### src/rtl/multi_adder_acc.sv
// N-operand W-bit adder with carry-in, optional saturating burst accumulation,
// valid/ready handshake and a 1- or 2-stage pipeline.
module multi_adder_acc #(
  parameter int W    = 8,
  parameter int N    = 4,
  parameter int PIPE = 2,
  parameter int AW   = 16,
  localparam int SW  = W + $clog2(N)
) (
  input  logic           clk,
  input  logic           rst,
  input  logic           in_valid,
  output logic           in_ready,
  input  logic [N*W:0]   ins,
  input  logic           in_acc,
  input  logic           in_last,
  output logic           out_valid,
  input  logic           out_ready,
  output logic [AW-1:0]  out_sum,
  output logic           out_zero,
  output logic           out_ovf
);

  logic          stall, take;
  logic [SW-1:0] beat;

  assign stall    = out_valid && !out_ready;
  assign in_ready = !stall;
  assign take     = in_valid && in_ready;

  always_comb begin
    beat = SW'(ins[N*W]);
    for (int k = 0; k < N; k++) beat = beat + SW'(ins[k*W +: W]);
  end

  // Source feeding the accumulate/output stage: either registered tree or raw beat.
  logic          src_vld, src_acc, src_last;
  logic [SW-1:0] src_sum;

  generate
    if (PIPE == 2) begin : g_pipe2
      logic          s_vld, s_acc, s_last;
      logic [SW-1:0] s_sum;
      always_ff @(posedge clk or posedge rst) begin
        if (rst) begin
          s_vld  <= 1'b0;
          s_acc  <= 1'b0;
          s_last <= 1'b0;
          s_sum  <= '0;
        end else if (!stall) begin
          s_vld <= take;
          if (take) begin
            s_acc  <= in_acc;
            s_last <= in_last;
            s_sum  <= beat;
          end
        end
      end
      assign src_vld  = s_vld;
      assign src_acc  = s_acc;
      assign src_last = s_last;
      assign src_sum  = s_sum;
    end else begin : g_pipe1
      assign src_vld  = take;
      assign src_acc  = in_acc;
      assign src_last = in_last;
      assign src_sum  = beat;
    end
  endgenerate

  logic [AW-1:0] acc, acc_res;
  logic          ovf_flag, sat;
  logic [AW:0]   acc_sum;

  assign acc_sum = {1'b0, acc} + (AW+1)'(src_sum);
  assign sat     = acc_sum[AW];
  assign acc_res = sat ? '1 : acc_sum[AW-1:0];

  always_ff @(posedge clk or posedge rst) begin
    if (rst) begin
      out_valid <= 1'b0;
      out_sum   <= '0;
      out_zero  <= 1'b0;
      out_ovf   <= 1'b0;
      acc       <= '0;
      ovf_flag  <= 1'b0;
    end else if (!stall) begin
      out_valid <= src_vld && (!src_acc || src_last);
      if (src_vld) begin
        if (!src_acc) begin
          out_sum  <= AW'(src_sum);
          out_zero <= (src_sum == '0);
          out_ovf  <= 1'b0;
        end else if (src_last) begin
          out_sum  <= acc_res;
          out_zero <= (acc_res == '0);
          out_ovf  <= ovf_flag | sat;
          acc      <= '0;
          ovf_flag <= 1'b0;
        end else begin
          acc      <= acc_res;
          ovf_flag <= ovf_flag | sat;
        end
      end
    end
  end

endmodule

### config.mk
export PLATFORM = sky130hd
export DESIGN_NAME = multi_adder_acc
export DESIGN_NICKNAME = d
export VERILOG_FILES = /design/src/rtl/multi_adder_acc.sv
export SDC_FILE = /design/constraint.sdc
export NUM_CORES = 1
export LEC_CHECK = 0
export BUFFER_PORTS_ARGS = -buffer_cell sky130_fd_sc_hd__buf_2
export CAP_MARGIN = 20
export CORE_UTILIZATION = 35
export DETAILED_ROUTE_END_ITERATION = 10
export GPL_TIMING_DRIVEN = 1
export PLACE_DENSITY = 0.54
export SYNTH_ARGS = -nofsm -noshare
export SYNTH_HDL_FRONTEND = slang
export SYNTH_SLANG_ARGS = --single-unit
### constraint.sdc
create_clock -name clk -period 2.54 [get_ports clk]
set_input_delay 0.254 -clock clk [delete_from_list [all_inputs] [get_ports clk]]
set_output_delay 0.254 -clock clk [all_outputs]
set_load 0.01 [all_outputs]
==> flow_results.xml, run 1 <==
<?xml version="1.0" encoding="UTF-8"?>
<metrics>
  <group name="status">
    <metric name="status" unit="">finished with violations</metric>
    <metric name="failed_checks" unit="">setup timing</metric>
  </group>
  <group name="route">
    <metric name="vias_per_cell" unit="">4.78</metric>
    <metric name="drt-pass1-iter-count" unit="">4</metric>
    <metric name="route.vias.total" unit="">2836</metric>
    <metric name="detail-route-antenna-nets" unit="">0</metric>
    <metric name="wl_per_cell" unit="um">12.6</metric>
    <metric name="postRouteWirelength" unit="um">7490</metric>
    <metric name="detailedRoute.firstIterationViolations" unit="">68</metric>
    <metric name="drt_drc_violations_left" unit="">0</metric>
  </group>
  <group name="critical_path">
    <metric name="worstPathMaxFanout" unit="">2</metric>
    <metric name="critPathSlowestCell" unit="">or4_4</metric>
    <metric name="critPathKind" unit="">flip-flop to flip-flop</metric>
    <metric name="timing.rr.start" unit="">g_pipe2.s_sum[0]</metric>
    <metric name="path_cells" unit="">ha_2, fa_2, a21o_4, a21oi_4, xnor2_2, or4_4, nor2_1, and4_1, nand4b_1, o31ai_2</metric>
    <metric name="cp-end-kind" unit="">flip-flop</metric>
    <metric name="crit_required" unit="ns">2.75</metric>
    <metric name="cp.buffers_inverters" unit="">0</metric>
    <metric name="worstReg2RegEnd" unit="">out_zero</metric>
    <metric name="worst_setup_path_start_kind" unit="">flip-flop</metric>
    <metric name="worst-r2r-cell-count" unit="">10</metric>
    <metric name="reg2reg_slack" unit="ns">-0.04</metric>
    <metric name="critical-path-max-stage-delay" unit="ns">0.42</metric>
    <metric name="critPathTopFamily" unit="">simple AND/OR/NAND/NOR gates</metric>
    <metric name="cp.arrival" unit="ns">2.80</metric>
  </group>
  <group name="clock_network">
    <metric name="max-clock-path-buffers" unit="">2</metric>
    <metric name="worstSkewPairLatency" unit="ns">0.30</metric>
    <metric name="numCtsBuffers" unit="">5</metric>
    <metric name="clk_pin_slew_worst_setup_hold_paths" unit="ns">0.09</metric>
    <metric name="clock_sinks" unit="">49</metric>
    <metric name="tritoncts" unit="">built</metric>
    <metric name="htree_num_levels" unit="">2</metric>
    <metric name="clockRootBuffer" unit="">clkbuf_8</metric>
  </group>
  <group name="die">
    <metric name="top_level_i_o_count" unit="">59</metric>
    <metric name="fp.dieW" unit="um">100</metric>
    <metric name="initial_utilization" unit="">0.364</metric>
    <metric name="placementRows" unit="">35</metric>
    <metric name="floorplan.die.height" unit="um">100</metric>
    <metric name="core_area" unit="sq um">9280</metric>
    <metric name="dieArea" unit="sq um">10100</metric>
  </group>
  <group name="power_and_ir_drop">
    <metric name="power.ir.vdd_worst" unit="mV">0.340</metric>
    <metric name="static-leakage-power" unit="nW">2.22</metric>
    <metric name="share_comb_of_total_power" unit="">0.608</metric>
    <metric name="powerDensity" unit="nW/um^2">1020</metric>
    <metric name="clock_power_share" unit="">0.118</metric>
    <metric name="intPower" unit="mW">2.54</metric>
    <metric name="p_switching" unit="mW">1.88</metric>
    <metric name="power.switching_fraction" unit="">0.425</metric>
    <metric name="power_frac_seq" unit="">0.273</metric>
  </group>
  <group name="job">
    <metric name="max_cap_violations" unit="">0</metric>
  </group>
  <group name="logic_synthesis">
    <metric name="syn-instance-count" unit="">371</metric>
    <metric name="synthesis.nets" unit="">446</metric>
    <metric name="synth_most_common_cell" unit="">dfrtp_1</metric>
    <metric name="post_synth_instance_area" unit="sq um">3380</metric>
    <metric name="synth-seq-cells" unit="">49</metric>
    <metric name="number_of_enable_type_register_cells_in_the_synthesized_netlist" unit="">0</metric>
    <metric name="postSynth.topFlopCell" unit="">dfrtp_1</metric>
    <metric name="synth.top_cells.by_count" unit="">dfrtp_1, inv_1, nand2_1</metric>
    <metric name="async_reset_ff_frac" unit="">1.00</metric>
    <metric name="yosysWarnings" unit="">0</metric>
    <metric name="synth-seq-area-share" unit="">0.363</metric>
    <metric name="synth_largest_area_cell" unit="">dfrtp_1</metric>
    <metric name="leading_post_synthesis_cells_by_cell_area" unit="">dfrtp_1, fa_1, ha_1</metric>
    <metric name="netlist.area_leader.share" unit="">0.363</metric>
    <metric name="netlist-cell-type-count" unit="">49</metric>
    <metric name="syn-mean-instance-area" unit="sq um">9.11</metric>
  </group>
  <group name="timing">
    <metric name="fin_skew" unit="ns">0.00859</metric>
    <metric name="finalSetupViolCount" unit="">1</metric>
    <metric name="final.setup.worst_slack" unit="ns">-0.0447</metric>
    <metric name="post-route-period-util" unit="">1.02</metric>
    <metric name="final_hold_viol_count" unit="">0</metric>
    <metric name="worst_slew_pin_slew" unit="ns">0.703</metric>
    <metric name="min_period" unit="ns">2.58</metric>
    <metric name="fmaxAchievable" unit="GHz">0.387</metric>
    <metric name="final.hold.worst_slack" unit="ns">0.176</metric>
    <metric name="rsz_0062_raised_after_global_routing" unit="">true</metric>
    <metric name="relSlewSlack" unit="">0.530</metric>
    <metric name="slew_violations" unit="">0</metric>
  </group>
  <group name="placement">
    <metric name="placed_cells_incl_taps" unit="">578</metric>
    <metric name="routabilityCongestion" unit="">0.796</metric>
    <metric name="hpwlAfterDp" unit="um">5750</metric>
    <metric name="io_buffer_count" unit="">58</metric>
    <metric name="post_dp_cell_area" unit="sq um">4060</metric>
    <metric name="pre_cts_ws" unit="ns">-0.473</metric>
  </group>
  <group name="cells_and_area">
    <metric name="nets" unit="">538</metric>
    <metric name="drive_above_1_share" unit="">0.319</metric>
    <metric name="postLayoutCoreUtil" unit="">0.466</metric>
    <metric name="area_growth_syn_to_layout" unit="%">28.0</metric>
    <metric name="final-instance-count-excl-fill" unit="">593</metric>
    <metric name="diodes" unit="">0</metric>
    <metric name="fin_area" unit="sq um">4330</metric>
  </group>
  <group name="worst_hold_path">
    <metric name="hold_depth" unit="">2</metric>
    <metric name="hold_path_startpoint" unit="">in_acc</metric>
    <metric name="timing.hold.worst.class" unit="">input port to flip-flop</metric>
    <metric name="whs_endpoint" unit="">g_pipe2.s_acc</metric>
  </group>
  <group name="grt">
    <metric name="wire_length_of_the_first_global_routing_pass" unit="um">12800</metric>
    <metric name="track_usage" unit="">0.159</metric>
    <metric name="grt_pass1_vias" unit="">2854</metric>
    <metric name="initial_antenna_violation_count" unit="">0</metric>
    <metric name="gr-total-overflow" unit="">0</metric>
    <metric name="maximum_number_of_pins_on_one_net_before_global_route_repair" unit="">31</metric>
  </group>
</metrics>
==> through the flow <==
stage	setup TNS (ns)	total power [mW]
after floorplan	-0.443	2.85
after global placement	-1.56	3.65
after detailed placement	-1.85	3.68
after CTS	-0.136	4.34
after global routing	-0.561	4.81
final	-0.0447	4.42
==> registers in the layout (all words and copies together), names as in the netlist <==
register and count:
ovf_flag 1, out_sum 16, g_pipe2.s_vld 1, out_ovf 1, g_pipe2.s_sum 10, acc 16
out_valid 1, g_pipe2.s_last 1, g_pipe2.s_acc 1, out_zero 1
==> cell families (layout without fill, tap and decap cells) <==
group	count (synthesis)	after routing	synth area share
adders and majority gates	36	36	0.173
xor gates and xnor gates	12	12	0.0311
AOI/OAI and AO/OA	101	101	0.193
DFF	49	49	0.363
muxes	6	6	0.0192
buffers and inverters	60	153	0.0699
and+or+nand+nor	107	107	0.151
==> cells in the final DEF, fill, tap and decap left out, types with 3 or more instances in the layout <==
| master | count |
|---|---|
| o21ai_1 | 18 |
| a21o_1 | 13 |
| buf_6 | 3 |
| o21ai_0 | 23 |
| mux2_2 | 4 |
| ha_1 | 14 |
| nand3_1 | 5 |
| nor2_1 | 28 |
| inv_1 | 39 |
| nand2_1 | 43 |
| a21oi_1 | 10 |
| o21ai_2 | 3 |
| dfrtp_1 | 49 |
| a21oi_2 | 6 |
| xor2_1 | 5 |
| buf_4 | 41 |
| a211oi_1 | 9 |
| xnor2_1 | 6 |
| and3_1 | 4 |
| inv_2 | 6 |
| fa_1 | 16 |
| ha_2 | 3 |
| nand2b_1 | 8 |
| buf_2 | 54 |
| clkbuf_8 | 7 |
==> metal layers <==
| layer | GRT usage | share of wire |
|---|---|---|
| met3 | 0.0237 | 0.031 |
| met2 | 0.272 | 0.46 |
| met1 | 0.207 | 0.49 |
| met4 | 0.0479 | 0.019 |
| met5 | 0 | 0 |
==> worst register-to-register path, stage by stage (launching register included) <==
cell and delay [ns]:
dfrtp_1 0.40, ha_2 0.20, fa_2 0.36, a21o_4 0.24, a21oi_4 0.15, xnor2_2 0.09
or4_4 0.42, nor2_1 0.11, and4_1 0.19, nand4b_1 0.11, o31ai_2 0.22
==> power groups by stage <==
stage | registers, mW | clock network, mW | logic (mW)
3_5_place_dp | 1.22 | 0 | 2.46
5_1_grt | 1.25 | 0.565 | 3.00
3_3_place_gp | 1.21 | 0 | 2.44
6_report | 1.21 | 0.523 | 2.69
4_1_cts | 1.21 | 0.539 | 2.59
2_1_floorplan | 1.25 | 0 | 1.60
==> worst max-delay path by stage <==
stage               depth (start not counted)                to  slack (ns)        startpoint
floorplan                                  13  g_pipe2.s_sum[8]       -0.18            ins[2]
global placement                           16  g_pipe2.s_sum[9]       -0.39           ins[17]
detailed placement                         16  g_pipe2.s_sum[9]       -0.47           ins[17]
CTS                                        10          out_zero       -0.09            acc[0]
global route                               10          out_zero       -0.19  g_pipe2.s_sum[0]
finish                                     10          out_zero       -0.04  g_pipe2.s_sum[0]
==> area by class of cell <==
class	instances	area [sq um]
Clock buffer	7	96.3
Clock inverter	1	8.76
Fill cell	966	4960
Inverter	46	180
Multi-Input combinational cell	262	2030
Sequential cell	49	1230
Tap cell	129	161
Timing Repair Buffer	99	622
==> what timing repair did <==
| item | CTS | global route |
|---|---|---|
| pin swaps | 15 | 14 |
| buffers inserted | 2 | 4 |
| hold endpoints to repair | 20 | 0 |
| endpoints found under the setup margin | 5 | 7 |
| hold buffers | 1 | 0 |
| resized for setup | 14 | 14 |
(Power assumes the default switching activity.)
==> inputs of run 2 (changes only) <==
--- a/config.mk
+++ b/config.mk
@@ -7,10 +7,10 @@
 export LEC_CHECK = 0
 export BUFFER_PORTS_ARGS = -buffer_cell sky130_fd_sc_hd__buf_2
 export CAP_MARGIN = 20
-export CORE_UTILIZATION = 35
+export CORE_UTILIZATION = 43
 export DETAILED_ROUTE_END_ITERATION = 10
 export GPL_TIMING_DRIVEN = 1
-export PLACE_DENSITY = 0.54
+export PLACE_DENSITY = 0.64
 export SYNTH_ARGS = -nofsm -noshare
 export SYNTH_HDL_FRONTEND = slang
 export SYNTH_SLANG_ARGS = --single-unit
==> run 2 against run 1 <==
  * The flow still finishes with violations (setup timing)
  * Critical path depth up 5
  * Highest routed layer unchanged
  * Clock skew about the same
  * Cell area down 1.7%
  * Critical path type is now input port to flip-flop
  * First-iteration DRC count up 32%
  * Sequential power is essentially flat
==> flow_results.xml, run 2 (same netlist as run 1, synthesis figures left out) <==
<?xml version="1.0" encoding="UTF-8"?>
<metrics>
  <group name="die">
    <metric name="floorplan.die.height" unit="um">90.7</metric>
    <metric name="top_level_i_o_count" unit="">59</metric>
    <metric name="dieArea" unit="sq um">8220</metric>
    <metric name="placementRows" unit="">31</metric>
    <metric name="core_area" unit="sq um">7410</metric>
    <metric name="initial_utilization" unit="">0.456</metric>
    <metric name="fp.dieW" unit="um">90.7</metric>
  </group>
  <group name="clock_network">
    <metric name="max-clock-path-buffers" unit="">2</metric>
    <metric name="clockRootBuffer" unit="">clkbuf_8</metric>
    <metric name="tritoncts" unit="">built</metric>
    <metric name="htree_num_levels" unit="">2</metric>
    <metric name="clock_sinks" unit="">49</metric>
    <metric name="worstSkewPairLatency" unit="ns">0.30</metric>
    <metric name="numCtsBuffers" unit="">5</metric>
    <metric name="clk_pin_slew_worst_setup_hold_paths" unit="ns">0.09</metric>
  </group>
  <group name="placement">
    <metric name="io_buffer_count" unit="">58</metric>
    <metric name="routabilityCongestion" unit="">0.846</metric>
    <metric name="pre_cts_ws" unit="ns">-0.472</metric>
    <metric name="hpwlAfterDp" unit="um">5610</metric>
    <metric name="placed_cells_incl_taps" unit="">547</metric>
    <metric name="post_dp_cell_area" unit="sq um">4010</metric>
  </group>
  <group name="grt">
    <metric name="initial_antenna_violation_count" unit="">0</metric>
    <metric name="maximum_number_of_pins_on_one_net_before_global_route_repair" unit="">34</metric>
    <metric name="gr-total-overflow" unit="">0</metric>
    <metric name="grt_pass1_vias" unit="">2913</metric>
    <metric name="track_usage" unit="">0.193</metric>
    <metric name="wire_length_of_the_first_global_routing_pass" unit="um">12800</metric>
  </group>
  <group name="timing">
    <metric name="min_period" unit="ns">2.59</metric>
    <metric name="final.setup.worst_slack" unit="ns">-0.0541</metric>
    <metric name="finalSetupViolCount" unit="">3</metric>
    <metric name="rsz_0062_raised_after_global_routing" unit="">true</metric>
    <metric name="fin_skew" unit="ns">0.00899</metric>
    <metric name="relSlewSlack" unit="">0.562</metric>
    <metric name="worst_slew_pin_slew" unit="ns">0.655</metric>
    <metric name="slew_violations" unit="">0</metric>
    <metric name="fmaxAchievable" unit="GHz">0.385</metric>
    <metric name="final_hold_viol_count" unit="">0</metric>
    <metric name="final.hold.worst_slack" unit="ns">0.180</metric>
    <metric name="finalSetupTns" unit="ns">-0.0947</metric>
    <metric name="post-route-period-util" unit="">1.02</metric>
  </group>
  <group name="route">
    <metric name="detailedRoute.firstIterationViolations" unit="">90</metric>
    <metric name="route.vias.total" unit="">2809</metric>
    <metric name="postRouteWirelength" unit="um">7230</metric>
    <metric name="detail-route-antenna-nets" unit="">0</metric>
    <metric name="drt_drc_violations_left" unit="">0</metric>
    <metric name="vias_per_cell" unit="">5.01</metric>
    <metric name="wl_per_cell" unit="um">12.9</metric>
    <metric name="drt-pass1-iter-count" unit="">4</metric>
  </group>
  <group name="critical_path">
    <metric name="worst_setup_path_start_kind" unit="">input port</metric>
    <metric name="worst-r2r-cell-count" unit="">10</metric>
    <metric name="critPathKind" unit="">input port to flip-flop</metric>
    <metric name="worstPathMaxFanout" unit="">2</metric>
    <metric name="cp.arrival" unit="ns">2.76</metric>
    <metric name="worstSetupStartpoint" unit="">ins[1]</metric>
    <metric name="crit_required" unit="ns">2.71</metric>
    <metric name="reg2reg_slack" unit="ns">0.05</metric>
    <metric name="timing.rr.start" unit="">g_pipe2.s_sum[0]</metric>
    <metric name="worstReg2RegEnd" unit="">out_zero</metric>
    <metric name="cp-end-kind" unit="">flip-flop</metric>
    <metric name="setup.worst_path.end" unit="">g_pipe2.s_sum[8]</metric>
  </group>
  <group name="worst_hold_path">
    <metric name="hold_path_startpoint" unit="">in_last</metric>
    <metric name="timing.hold.worst.class" unit="">input port to flip-flop</metric>
  </group>
  <group name="cells_and_area">
    <metric name="mostFrequentLayoutCell" unit="">buf_2</metric>
    <metric name="layout_common_cells" unit="">buf_2, dfrtp_1, nand2_1, inv_1, buf_4</metric>
    <metric name="diodes" unit="">0</metric>
    <metric name="postLayoutCoreUtil" unit="">0.574</metric>
    <metric name="area_growth_syn_to_layout" unit="%">25.8</metric>
    <metric name="fin_area" unit="sq um">4250</metric>
    <metric name="top_regs" unit="">acc: 16 flops, out_sum: 16 flops, g_pipe2.s_sum: 10 flops</metric>
    <metric name="final-instance-count-excl-fill" unit="">561</metric>
    <metric name="drive_above_1_share" unit="">0.312</metric>
    <metric name="nets" unit="">536</metric>
  </group>
  <group name="job">
    <metric name="max_cap_violations" unit="">0</metric>
  </group>
  <group name="power_and_ir_drop">
    <metric name="power.ir.vdd_worst" unit="mV">0.374</metric>
    <metric name="static-leakage-power" unit="nW">2.20</metric>
    <metric name="finalPower" unit="mW">4.30</metric>
    <metric name="powerDensity" unit="nW/um^2">1010</metric>
  </group>
  <group name="status">
    <metric name="failed_checks" unit="">setup timing</metric>
    <metric name="status" unit="">finished with violations</metric>
  </group>
</metrics>
-- run 2: cell types whose count changed in the layout (fill, tap and decap cells not counted), sizes merged --
| cell | delta |
|---|---|
| buf | -2 |
| clkbuf | -1 |
| clkinv | +1 |
-- run 2: critical path, stage by stage --
cell and delay, ns:
buf_6 0.07, inv_2 0.03, fa_1 0.49, fa_1 0.51, inv_1 0.04, ha_2 0.19
buf_6 0.11, a21o_1 0.19, a21oi_2 0.19, o21ai_2 0.09, a21oi_2 0.14, o21bai_1 0.07
a21oi_1 0.16, xor2_1 0.16, o21ai_1 0.07
-- run 2: layout make-up --
class | instances | area, sq um
Fill cell | 669 | 3160
Multi-Input combinational cell | 262 | 2030
Sequential cell | 49 | 1230
Timing Repair Buffer | 97 | 602
Inverter | 46 | 180
Tap cell | 99 | 124
Clock buffer | 6 | 72.6
Clock inverter | 2 | 13.8
-- run 2: what timing repair did --
item	in CTS	in global routing
hold buffers	1	0
endpoints found under the setup margin	5	8
gates resized for setup	12	15
buffers inserted	5	1
endpoints found under the hold margin	16	0
pin swaps	10	5
-- run 2: power by group --
part | switching (mW) | internal (mW) | leakage (nW)
clock | 0.259 | 0.197 | 0.0456
sequential | 0.174 | 1.03 | 0.632
combinational | 1.41 | 1.22 | 1.52
total | 1.84 | 2.45 | 2.20
-- run 2: worst min path at each step --
stage,to,cells after the start,slack (ns)
after floorplan,g_pipe2.s_acc,1,0.40
after global placement,out_valid,2,0.24
after detailed placement,out_valid,2,0.25
after CTS,g_pipe2.s_acc,2,0.18
after global routing,g_pipe2.s_acc,2,0.17
final,g_pipe2.s_last,2,0.18
-- run 2: layer usage --
| metal | vias up | GRT usage | share of wire |
|---|---|---|---|
| met1 | 1301 | 0.239 | 0.45 |
| met4 | 0 | 0.0591 | 0.014 |
| met2 | 69 | 0.340 | 0.50 |
| met5 | - | 0 | 0 |
| li1 | 1429 | - | - |
| met3 | 10 | 0.0320 | 0.041 |
==> inputs of run 3 (changes only) <==
--- a/config.mk
+++ b/config.mk
@@ -5,6 +5,7 @@
 export SDC_FILE = /design/constraint.sdc
 export NUM_CORES = 1
 export LEC_CHECK = 0
+export ABC_AREA = 1
 export BUFFER_PORTS_ARGS = -buffer_cell sky130_fd_sc_hd__buf_2
 export CAP_MARGIN = 20
 export CORE_UTILIZATION = 43
==> run 3 against run 2 <==
  * The run still ends with setup timing left
  * Synthesized cell count up 35%
  * Sequential cell count stayed put
  * Synthesized area rose by 10%
  * Utilization shrank 2.9 points
  * Non-clock buffer count decreased by 6
  * Count of clock-buffer cells in the layout down 1
  * Via count up 25%
  * Largest power group unchanged
==> flow_results.xml, run 3 <==
<?xml version="1.0" encoding="UTF-8"?>
<metrics>
  <group name="logic_synthesis">
    <metric name="synth-seq-cells" unit="">49</metric>
    <metric name="largest_family_of_logic_cells_by_synthesized_area" unit="">simple AND/OR/NAND/NOR gates</metric>
    <metric name="postSynth.topFlopCell" unit="">dfrtp_1</metric>
    <metric name="async_reset_ff_frac" unit="">1.00</metric>
    <metric name="muxShareOfSynthArea" unit="">0</metric>
    <metric name="synth_area_in_compound_gates" unit="">0.124</metric>
    <metric name="synth_simple_gate_area_frac" unit="">0.266</metric>
    <metric name="netlist.area_leader.share" unit="">0.330</metric>
    <metric name="post_synth_instance_area" unit="sq um">3720</metric>
    <metric name="synth-seq-area-share" unit="">0.330</metric>
    <metric name="synth_largest_area_cell" unit="">dfrtp_1</metric>
    <metric name="syn-instance-count" unit="">502</metric>
    <metric name="yosysWarnings" unit="">0</metric>
    <metric name="synth.top_cells.by_count" unit="">nand2_1, inv_1, dfrtp_1</metric>
    <metric name="leading_post_synthesis_cells_by_cell_area" unit="">dfrtp_1, nand2_1, inv_1</metric>
    <metric name="netlist-cell-type-count" unit="">35</metric>
    <metric name="synthesis.nets" unit="">577</metric>
    <metric name="number_of_enable_type_register_cells_in_the_synthesized_netlist" unit="">0</metric>
    <metric name="yosys.area_share.adder" unit="">0.157</metric>
    <metric name="synth_most_common_cell" unit="">nand2_1</metric>
    <metric name="syn-mean-instance-area" unit="sq um">7.41</metric>
    <metric name="synth_xor_xnor_area_share" unit="">0.0118</metric>
  </group>
  <group name="die">
    <metric name="top_level_i_o_count" unit="">59</metric>
    <metric name="floorplan.die.height" unit="um">95.0</metric>
    <metric name="placementRows" unit="">33</metric>
    <metric name="fp.dieW" unit="um">95.0</metric>
    <metric name="dieArea" unit="sq um">9030</metric>
    <metric name="core_area" unit="sq um">8300</metric>
    <metric name="initial_utilization" unit="">0.448</metric>
  </group>
  <group name="clock_network">
    <metric name="clk_pin_slew_worst_setup_hold_paths" unit="ns">0.09</metric>
    <metric name="max-clock-path-buffers" unit="">2</metric>
    <metric name="clock_sinks" unit="">49</metric>
    <metric name="clockRootBuffer" unit="">clkbuf_8</metric>
    <metric name="worstSkewPairLatency" unit="ns">0.30</metric>
    <metric name="htree_num_levels" unit="">2</metric>
    <metric name="tritoncts" unit="">built</metric>
    <metric name="numCtsBuffers" unit="">5</metric>
  </group>
  <group name="critical_path">
    <metric name="worstReg2RegEnd" unit="">out_zero</metric>
    <metric name="worstSetupStartpoint" unit="">ins[1]</metric>
    <metric name="worst_setup_path_start_kind" unit="">input port</metric>
    <metric name="cp.arrival" unit="ns">2.90</metric>
    <metric name="worst-r2r-cell-count" unit="">14</metric>
    <metric name="timing.rr.start" unit="">g_pipe2.s_sum[0]</metric>
    <metric name="path_cells" unit="">buf_6, inv_2, fa_1, fa_1, inv_1, ha_2, inv_2, fa_2, or2_4, nand2_1, nand2_1, nand2_2, nand2_2, nand2_2, a21oi_2, nor2_2, nor2_1, a22o_1</metric>
    <metric name="worstPathMaxFanout" unit="">2</metric>
    <metric name="crit_required" unit="ns">2.74</metric>
    <metric name="cp-end-kind" unit="">flip-flop</metric>
    <metric name="critPathSlowestCell" unit="">fa_1</metric>
    <metric name="most_frequent_cell_on_critical_path" unit="">nand2_2</metric>
    <metric name="setup.worst_path.end" unit="">g_pipe2.s_sum[7]</metric>
    <metric name="reg2reg_slack" unit="ns">0.18</metric>
    <metric name="critical-path-max-stage-delay" unit="ns">0.55</metric>
    <metric name="critPathKind" unit="">input port to flip-flop</metric>
  </group>
  <group name="timing">
    <metric name="slew_violations" unit="">0</metric>
    <metric name="worst_slew_pin_slew" unit="ns">0.651</metric>
    <metric name="final.setup.worst_slack" unit="ns">-0.162</metric>
    <metric name="min_period" unit="ns">2.70</metric>
    <metric name="rsz_0062_raised_after_global_routing" unit="">true</metric>
    <metric name="fin_skew" unit="ns">0.00267</metric>
    <metric name="final_hold_viol_count" unit="">0</metric>
    <metric name="relSlewSlack" unit="">0.566</metric>
    <metric name="post-route-period-util" unit="">1.06</metric>
    <metric name="finalSetupViolCount" unit="">2</metric>
    <metric name="fmaxAchievable" unit="GHz">0.370</metric>
  </group>
  <group name="route">
    <metric name="detailedRoute.firstIterationViolations" unit="">154</metric>
    <metric name="postRouteWirelength" unit="um">9430</metric>
    <metric name="route.vias.total" unit="">3501</metric>
    <metric name="wl_per_cell" unit="um">13.5</metric>
    <metric name="detail-route-antenna-nets" unit="">0</metric>
    <metric name="drt_drc_violations_left" unit="">0</metric>
    <metric name="vias_per_cell" unit="">5.01</metric>
    <metric name="drt-pass1-iter-count" unit="">4</metric>
  </group>
  <group name="grt">
    <metric name="gr-total-overflow" unit="">0</metric>
    <metric name="wire_length_of_the_first_global_routing_pass" unit="um">16200</metric>
    <metric name="initial_antenna_violation_count" unit="">0</metric>
    <metric name="grt_pass1_vias" unit="">3500</metric>
    <metric name="maximum_number_of_pins_on_one_net_before_global_route_repair" unit="">33</metric>
    <metric name="track_usage" unit="">0.231</metric>
  </group>
  <group name="cells_and_area">
    <metric name="mostFrequentLayoutCell" unit="">nand2_1</metric>
    <metric name="postLayoutCoreUtil" unit="">0.545</metric>
    <metric name="diodes" unit="">0</metric>
    <metric name="top_regs" unit="">acc: 16 flops, out_sum: 16 flops, g_pipe2.s_sum: 10 flops</metric>
    <metric name="area_growth_syn_to_layout" unit="%">21.6</metric>
    <metric name="drive_above_1_share" unit="">0.239</metric>
    <metric name="nets" unit="">668</metric>
    <metric name="nFillCells" unit="">817</metric>
    <metric name="layout_common_cells" unit="">nand2_1, inv_1, buf_2, dfrtp_1, nor2_1</metric>
    <metric name="final-instance-count-excl-fill" unit="">699</metric>
  </group>
  <group name="job">
    <metric name="max_cap_violations" unit="">0</metric>
  </group>
  <group name="power_and_ir_drop">
    <metric name="powerDensity" unit="nW/um^2">1110</metric>
    <metric name="power.ir.vdd_worst" unit="mV">0.388</metric>
    <metric name="static-leakage-power" unit="nW">2.48</metric>
  </group>
  <group name="worst_hold_path">
    <metric name="timing.hold.worst.class" unit="">input port to flip-flop</metric>
  </group>
  <group name="placement">
    <metric name="hpwlAfterDp" unit="um">7640</metric>
    <metric name="routabilityCongestion" unit="">0.911</metric>
    <metric name="placed_cells_incl_taps" unit="">686</metric>
    <metric name="io_buffer_count" unit="">58</metric>
  </group>
  <group name="status">
    <metric name="failed_checks" unit="">setup timing</metric>
    <metric name="status" unit="">finished with violations</metric>
  </group>
</metrics>
-- run 3: stage by stage --
| step | TNS, ns | instance area (sq um) | hold slack (ns) | setup WS [ns] | power (mW) |
|---|---|---|---|---|---|
| floorplan | -0.533 | 3740 | 0.364 | -0.296 | 3.41 |
| global placement | -1.96 | 4330 | 0.246 | -0.551 | 4.38 |
| detailed placement | -2.42 | 4330 | 0.252 | -0.612 | 4.44 |
| CTS | -0.291 | 4450 | 0.147 | -0.193 | 4.94 |
| global route | -0.738 | 4520 | 0.149 | -0.275 | 5.54 |
| finish | -0.250 | 4520 | 0.156 | -0.162 | 5.02 |
-- run 3: how the worst min path moves through the flow --
| stage | slack (ns) | from | cells after the start | to |
|---|---|---|---|---|
| after global routing | 0.15 | in_last | 3 | g_pipe2.s_last |
| after CTS | 0.15 | in_last | 3 | g_pipe2.s_last |
| final | 0.16 | in_last | 3 | g_pipe2.s_last |
| after global placement | 0.25 | rst | 2 | out_valid |
| after floorplan | 0.36 | in_last | 2 | g_pipe2.s_last |
| after detailed placement | 0.25 | rst | 2 | out_valid |
-- run 3: area by class of cell --
class	instances	area, sq um	share of cell area
multi-input cells	346	2130	0.472
flip-flops and latches	49	1230	0.271
repair buffers	91	561	0.124
inverters	100	383	0.0847
well taps	105	131	0.0291
clock buffers	5	68.8	0.0152
clock inverters	3	17.5	0.00387
-- run 3: critical path: cells and delay by family --
family | cells | cell delay (ns)
AOI/OAI and AO/OA | 2 | 0.25
and+or+nand+nor | 8 | 0.71
buffers and inverters | 4 | 0.21
adders and majority gates | 4 | 1.49
-- run 3: metal layers --
metal | track usage | wire [um] | share of wire
met5 | 0 | 0 | 0
met4 | 0.0644 | 204 | 0.022
met3 | 0.0343 | 279 | 0.030
met2 | 0.400 | 4650 | 0.49
met1 | 0.300 | 4290 | 0.46
-- run 3: power breakdown --
part	total (mW)	internal (mW)	leakage (nW)	switching [mW]
registers	1.38	1.10	0.623	0.278
logic	3.18	1.29	1.81	1.89
clock network	0.458	0.191	0.0439	0.267
total	5.02	2.59	2.48	2.44
-- run 3: cell families after synthesis --
| group | Yosys count |
|---|---|
| compound gates | 79 |
| xor+xnor | 5 |
| fa+ha+maj | 36 |
| buf+inv | 107 |
| flops | 49 |
| simple gates | 226 |
-- run 3: what timing repair did --
action                                  in CTS  in global routing
endpoints found under the setup margin       5                  7
hold buffers                                 1                  0
resized for setup                            5                 16
setup buffers                                2                  3
pin swaps                                    9                  4
endpoints found under the hold margin       17                  0
